`src/rtl/game_sequencer_if.sv`:
```
// game_sequencer_if: button, event-pulse and status bundle between the game sequencer and its neighbours.
interface game_sequencer_if;
    logic       Start;
    logic       Ack;
    logic       Collide;
    logic       Pipe_Passed;
    logic       Coin_Hit;
    logic       Q_Initial;
    logic       Q_Play;
    logic       Q_Lose;
    logic       Run_EN;
    logic       Tick;
    logic       Flash;
    logic [4:0] Show_Coin;
    logic [9:0] Score;
    modport master (
        output Start, Ack, Collide, Pipe_Passed, Coin_Hit,
        input  Q_Initial, Q_Play, Q_Lose, Run_EN, Tick, Flash, Show_Coin, Score
    );
    modport slave (
        input  Start, Ack, Collide, Pipe_Passed, Coin_Hit,
        output Q_Initial, Q_Play, Q_Lose, Run_EN, Tick, Flash, Show_Coin, Score
    );
endinterface

```
`src/rtl/game_sequencer.sv`:
```
// game_sequencer: flappybird INITIAL/PLAY/LOSE controller owning score, coin mask, game tick and lose-flash.
module game_sequencer #(
    parameter int TICK_DIV  = 524288,
    parameter int FLASH_DIV = 4194304,
    parameter int LOSE_HOLD = 2,
    parameter int COIN_PTS  = 5,
    parameter int SCORE_MAX = 999
) (
    input  logic             Clk,
    input  logic             reset,
    game_sequencer_if.slave  bus
);
    localparam int TW = TICK_DIV > 1 ? $clog2(TICK_DIV) : 1;
    localparam int FW = FLASH_DIV > 1 ? $clog2(FLASH_DIV) : 1;
    localparam int HW = LOSE_HOLD > 0 ? $clog2(LOSE_HOLD + 1) : 1;
    localparam logic [1:0] S_INIT = 2'd0;
    localparam logic [1:0] S_PLAY = 2'd1;
    localparam logic [1:0] S_LOSE = 2'd2;

    logic [1:0]    state;
    logic [2:0]    start_sync;
    logic [2:0]    ack_sync;
    logic          start_p;
    logic          ack_p;
    logic [TW-1:0] tick_cnt;
    logic [FW-1:0] flash_cnt;
    logic [HW-1:0] hold;
    logic          flash;
    logic [9:0]    score;
    logic [4:0]    show_coin;
    logic          coin;
    logic          tick;
    logic          flash_wrap;
    logic          ack_ok;
    logic [10:0]   sum;
    logic [9:0]    score_nxt;
    logic [4:0]    show_nxt;

    // Two synchroniser flops, the third only remembers the previous level for edge detection
    always_ff @(posedge Clk or posedge reset) begin
        if (reset) begin
            start_sync <= '0;
            ack_sync   <= '0;
        end else begin
            start_sync <= {start_sync[1:0], bus.Start};
            ack_sync   <= {ack_sync[1:0], bus.Ack};
        end
    end

    assign start_p = start_sync[1] & ~start_sync[2];
    assign ack_p   = ack_sync[1] & ~ack_sync[2];

    // Coin is judged on the pre-shift front slot; a pipe pass shift overrides the coin clear
    always_comb begin
        coin       = bus.Coin_Hit & show_coin[0];
        sum        = 11'(score) + 11'(bus.Pipe_Passed) + (coin ? 11'(COIN_PTS) : 11'd0);
        score_nxt  = sum > 11'(SCORE_MAX) ? 10'(SCORE_MAX) : sum[9:0];
        show_nxt   = bus.Pipe_Passed ? {1'b1, show_coin[4:1]} : {show_coin[4:1], show_coin[0] & ~coin};
        tick       = state == S_PLAY && tick_cnt == TW'(TICK_DIV - 1);
        flash_wrap = flash_cnt == FW'(FLASH_DIV - 1);
        ack_ok     = ack_p && hold == HW'(LOSE_HOLD);
    end

    always_ff @(posedge Clk or posedge reset) begin
        if (reset) begin
            state     <= S_INIT;
            tick_cnt  <= '0;
            flash_cnt <= '0;
            hold      <= '0;
            flash     <= 1'b0;
            score     <= '0;
            show_coin <= '0;
        end else begin
            case (state)
                S_INIT: begin
                    state     <= start_p ? S_PLAY : S_INIT;
                    show_coin <= start_p ? 5'b11111 : 5'b00000;
                    score     <= '0;
                    tick_cnt  <= '0;
                    flash_cnt <= '0;
                    hold      <= '0;
                    flash     <= 1'b0;
                end
                S_PLAY: begin
                    state     <= bus.Collide ? S_LOSE : S_PLAY;
                    score     <= score_nxt;
                    show_coin <= show_nxt;
                    tick_cnt  <= tick ? '0 : tick_cnt + 1'b1;
                end
                S_LOSE: begin
                    tick_cnt <= '0;
                    if (ack_ok) begin
                        state     <= S_INIT;
                        score     <= '0;
                        show_coin <= '0;
                        flash     <= 1'b0;
                        hold      <= '0;
                        flash_cnt <= '0;
                    end else begin
                        flash_cnt <= flash_wrap ? '0 : flash_cnt + 1'b1;
                        if (flash_wrap) begin
                            flash <= ~flash;
                            hold  <= hold == HW'(LOSE_HOLD) ? hold : hold + 1'b1;
                        end
                    end
                end
                default: begin
                    state <= S_INIT;
                    flash <= 1'b0;
                end
            endcase
        end
    end

    assign bus.Q_Initial = state == S_INIT;
    assign bus.Q_Play    = state == S_PLAY;
    assign bus.Q_Lose    = state == S_LOSE;
    assign bus.Run_EN    = state == S_PLAY;
    assign bus.Tick      = tick;
    assign bus.Flash     = flash;
    assign bus.Show_Coin = show_coin;
    assign bus.Score     = score;
endmodule

```
`src/flat_wrapper.sv`:
```
// flat-port wrapper written by rule: the top's interface ports become plain ports
module game_sequencer_flat 
#(
    parameter int TICK_DIV  = 524288,
    parameter int FLASH_DIV = 4194304,
    parameter int LOSE_HOLD = 2,
    parameter int COIN_PTS  = 5,
    parameter int SCORE_MAX = 999
)
  (Clk, reset, bus_Start, bus_Ack, bus_Collide, bus_Pipe_Passed, bus_Coin_Hit, bus_Q_Initial, bus_Q_Play, bus_Q_Lose, bus_Run_EN, bus_Tick, bus_Flash, bus_Show_Coin, bus_Score);
  game_sequencer_if bus_i ();
  input  logic Clk;
  input  logic reset;
  input wire logic [$bits(bus_i.Start)-1:0] bus_Start;
  input wire logic [$bits(bus_i.Ack)-1:0] bus_Ack;
  input wire logic [$bits(bus_i.Collide)-1:0] bus_Collide;
  input wire logic [$bits(bus_i.Pipe_Passed)-1:0] bus_Pipe_Passed;
  input wire logic [$bits(bus_i.Coin_Hit)-1:0] bus_Coin_Hit;
  output wire logic [$bits(bus_i.Q_Initial)-1:0] bus_Q_Initial;
  output wire logic [$bits(bus_i.Q_Play)-1:0] bus_Q_Play;
  output wire logic [$bits(bus_i.Q_Lose)-1:0] bus_Q_Lose;
  output wire logic [$bits(bus_i.Run_EN)-1:0] bus_Run_EN;
  output wire logic [$bits(bus_i.Tick)-1:0] bus_Tick;
  output wire logic [$bits(bus_i.Flash)-1:0] bus_Flash;
  output wire logic [$bits(bus_i.Show_Coin)-1:0] bus_Show_Coin;
  output wire logic [$bits(bus_i.Score)-1:0] bus_Score;
  assign bus_i.Start = bus_Start;
  assign bus_i.Ack = bus_Ack;
  assign bus_i.Collide = bus_Collide;
  assign bus_i.Pipe_Passed = bus_Pipe_Passed;
  assign bus_i.Coin_Hit = bus_Coin_Hit;
  assign bus_Q_Initial = bus_i.Q_Initial;
  assign bus_Q_Play = bus_i.Q_Play;
  assign bus_Q_Lose = bus_i.Q_Lose;
  assign bus_Run_EN = bus_i.Run_EN;
  assign bus_Tick = bus_i.Tick;
  assign bus_Flash = bus_i.Flash;
  assign bus_Show_Coin = bus_i.Show_Coin;
  assign bus_Score = bus_i.Score;
  game_sequencer #(.TICK_DIV(TICK_DIV), .FLASH_DIV(FLASH_DIV), .LOSE_HOLD(LOSE_HOLD), .COIN_PTS(COIN_PTS), .SCORE_MAX(SCORE_MAX)) u_core (.Clk(Clk), .reset(reset), .bus(bus_i));
endmodule
```
`config.mk`:
```
export PLATFORM = sky130hd
export DESIGN_NAME = game_sequencer_flat
export DESIGN_NICKNAME = d
export VERILOG_FILES = /design/src/rtl/game_sequencer_if.sv /design/src/rtl/game_sequencer.sv /design/src/flat_wrapper.sv
export SDC_FILE = /design/constraint.sdc
export NUM_CORES = 1
export LEC_CHECK = 0
export CELL_PAD_IN_SITES_DETAIL_PLACEMENT = 1
export CELL_PAD_IN_SITES_GLOBAL_PLACEMENT = 1
export CORE_ASPECT_RATIO = 1.5
export CORE_MARGIN = 2
export CORE_UTILIZATION = 40
export DETAILED_ROUTE_END_ITERATION = 8
export PLACE_DENSITY_LB_ADDON = 0.05
export RECOVER_POWER = 25
export SETUP_SLACK_MARGIN = 0.1
export SLEW_MARGIN = 20
export SYNTH_ARGS = -nofsm -noshare
export SYNTH_HDL_FRONTEND = slang
export SYNTH_SLANG_ARGS = --single-unit
```
`constraint.sdc`:
```
create_clock -name Clk -period 3 [get_ports Clk]
set_input_delay 0.45 -clock Clk [delete_from_list [all_inputs] [get_ports Clk]]
set_output_delay 0.45 -clock Clk [all_outputs]
set_load 0.02 [all_outputs]
```
==> reports/results.ini <==
[cts]
ctsRootBufferMaster = clkbuf_16
holdBufCountCts = 0
cts_tree = done
h-tree-depth = 3
clk_pin_slew_ns = 0.05
clock_path_buffers = 2
cts_buffers = 9
clkSinkCount = 67
insertion_delay_ns = 0.33

[timing]
maxSlewViolCount = 68
worst_pin_slew_ns = 1.71
finalHoldViolCount = 0
finalCritPeriodShare_pct = 95.7
holdWs_ns = 0.352
slew_headroom_pct = -13.8
rsz0062_at_grt = true
skew_ns = 0.00725
setup_viol = 0
max_freq_mhz = 348
min_period_ns = 2.87

[global_route]
grt_max_degree = 68
track_usage_pct = 20.6
grt_pass1_vias = 3470
antenna_found_initial = 0
grt_pass1_wl_um = 15900
overflow = 0

[synthesis]
synthArstFlopShare_pct = 100
yosysUniqueCellTypes = 54
synthFlopType = dfrtp_1
synth_top_area_share_pct = 46.1
synth.avg_cell_area_um2 = 8.87
synth_largest_area_cell = dfrtp_1
synth_area_mm2 = 0.00364
ys_warn_count = 0
syn_nets = 426
synthTopCellsByArea = dfrtp_1 46%, nand2_1 5.9%, nor2_1 5.4%
yosysSeqAreaShare_pct = 46.1
synth_edf_count = 0
ys_ff_latch = 67
syn_inst = 410

[routing]
dr.pass1.iters = 4
vias_per_cell = 5.67
routedWlPerCell_um = 16.1
antenna_left = 0
wl_met2_um = 4790
route.detailed.drc = 0
drt-total-wl_um = 9160
topRoutingLayerUsed = met4
via_count = 3234
wl_met1_um = 3870
drt_iter0_drc = 112
met3_wirelength_um = 240

[die]
io-pin-count = 28
initial_core_util_pct = 41.2
dieArea_mm2 = 0.00989
die_y_um = 121
rows = 42
core_mm2 = 0.00883
dieWidth_um = 81.9

[setup_path]
cp-end-kind = flip-flop
critPathKind = flip-flop to flip-flop
crit_path_max_incr_delay_ns = 0.42
crit_required_ns = 3.22
crit_family = compound AO/OA/AOI/OAI gates
cp.arrival_ns = 3.09
path_max_fanout = 6
worst-path-buf-inv = 0
startpoint_type = flip-flop
crit_slowest_cell = or4_4
path_cells = nand2_4, xnor2_2, ha_2, a31o_4, ha_4, a21o_4, and2_4, or4_4, a41oi_4, a21boi_4, and4_1, a2111oi_2

[placed_design]
port_buffers = 27
gp_congestion = 0.773
post-dp-hpwl_um = 6240
place_area_mm2 = 0.00414

[power]
vdd_ir_drop_max_v = 0.000548
power_uw = 3500
powerDensity_mw_per_mm2 = 777
power_leakage_uw = 0.00191

[layout]
multi_input_area_mm2 = 0.00189
fillCellCount = 1026
nNetsFinal = 471
final_layout_size_suffix_gt1_share_pct = 12.2
final_common_cell = dfrtp_1
regArea_mm2 = 0.00168
stdcell_area_mm2 = 0.00450
syn_to_final_growth_pct = 23.8
most-common-layout-cells = 66 x dfrtp_1, 56 x nand2_1, 52 x nor2_1
diodes = 0

[flow_run]
drv_cap = 1

[hold_path]
min_path_type = flip-flop to flip-flop

[status]
failed_checks = max-capacitance violations, max-slew violations
status = complete, but fails checks

==> area by class of cell <==
type,instances,area share [%]
multi-input combinational,317,41.9
clock inverter,3,0.972
inverter,10,0.833
clock buffer,13,6.22
tap,110,3.06
sequential,67,37.3
timing repair buffer,50,9.81
==> synth_stat cells (7+ instances only) <==
| library cell | instances |
|---|---|
| ha_1 | 9 |
| nor2_1 | 52 |
| nand4_1 | 9 |
| nand3_1 | 18 |
| clkbuf_1 | 9 |
| and4_1 | 7 |
| nand2_1 | 57 |
| dfrtp_1 | 67 |
| o21ai_1 | 11 |
| a21oi_1 | 22 |
| and3_1 | 9 |
| inv_1 | 10 |
| a31oi_1 | 7 |
| xor2_1 | 11 |
| o21ai_0 | 38 |
==> kinds of logic after synthesis <==
family | after synthesis | synth area share, %
AND/OR/NAND/NOR | 176 | 22.8
AO/OA/AOI/OAI | 114 | 19.8
flip-flops | 67 | 46.1
buffers and inverters | 26 | 3.82
XOR/XNOR | 17 | 4.09
adder cells (fa/ha/maj) | 9 | 3.10
multiplexers | 1 | 0.275
==> metrics by stage <==
stage / utilization (%) / instances / setup TNS [ns] / worst slack (ns)
6_report: 51.0 / 570 / 0 / 0.128
5_1_grt: 51.0 / 570 / 0 / 0.0131
4_1_cts: 50.5 / 566 / 0 / 0.109
3_5_place_dp: 46.9 / 550 / -1.98 / -0.475
3_3_place_gp: 46.9 / 550 / -1.70 / -0.414
2_1_floorplan: - / 410 / 0 / 0.0498
==> sequential cells by signal, summed over array words and instances, names as in the netlist <==
signal                cells
u_core.bus.Score         10
u_core.ack_sync           3
u_core.state              2
u_core.bus.Show_Coin      5
u_core.start_sync         3
u_core.hold               2
u_core.tick_cnt          19
u_core.flash_cnt         22
u_core.bus.Flash          1
==> power by group <==
group	total, µW	switching [µW]	internal (µW)
registers	1090	97.2	998
logic	1280	777	504
clock network	1120	389	734
==> worst register-to-register path, stage by stage, from the launching register on <==
cell and delay (ns):
dfrtp_2 0.38, nand2_4 0.06, xnor2_2 0.12, ha_2 0.18
a31o_4 0.21, ha_4 0.16, a21o_4 0.18, and2_4 0.15
or4_4 0.42, a41oi_4 0.28, a21boi_4 0.11, and4_1 0.18
a2111oi_2 0.33
==> metal layers <==
layer,track usage [%],vias to the layer above
met4,9.17,0
met3,3.81,22
li1,-,1550
met1,23.3,1618
met2,36.4,44
met5,0,-
==> final timing paths <==
check	start	end	slack (ns)	cells past startpoint
worst max-delay path	u_core.bus.Show_Coin[0]	u_core.bus.Score[2]	0.13	12
worst min-delay path	u_core.start_sync[0]	u_core.start_sync[1]	0.35	0
worst max register to register	u_core.bus.Show_Coin[0]	u_core.bus.Score[2]	0.13	12
worst min register to register	u_core.start_sync[0]	u_core.start_sync[1]	0.35	0
max in group asynchronous	reset	u_core.bus.Show_Coin[0]	0.74	3
min in group asynchronous	reset	u_core.bus.Show_Coin[0]	1.16	3
==> repair_timing <==
item | in CTS | in global routing
setup endpoints to repair | 6 | 4
gates resized for setup | 2 | 5
pin swaps | 2 | 7
buffers inserted | 0 | 4
Note: power is estimated with default switching activity, not from simulation.
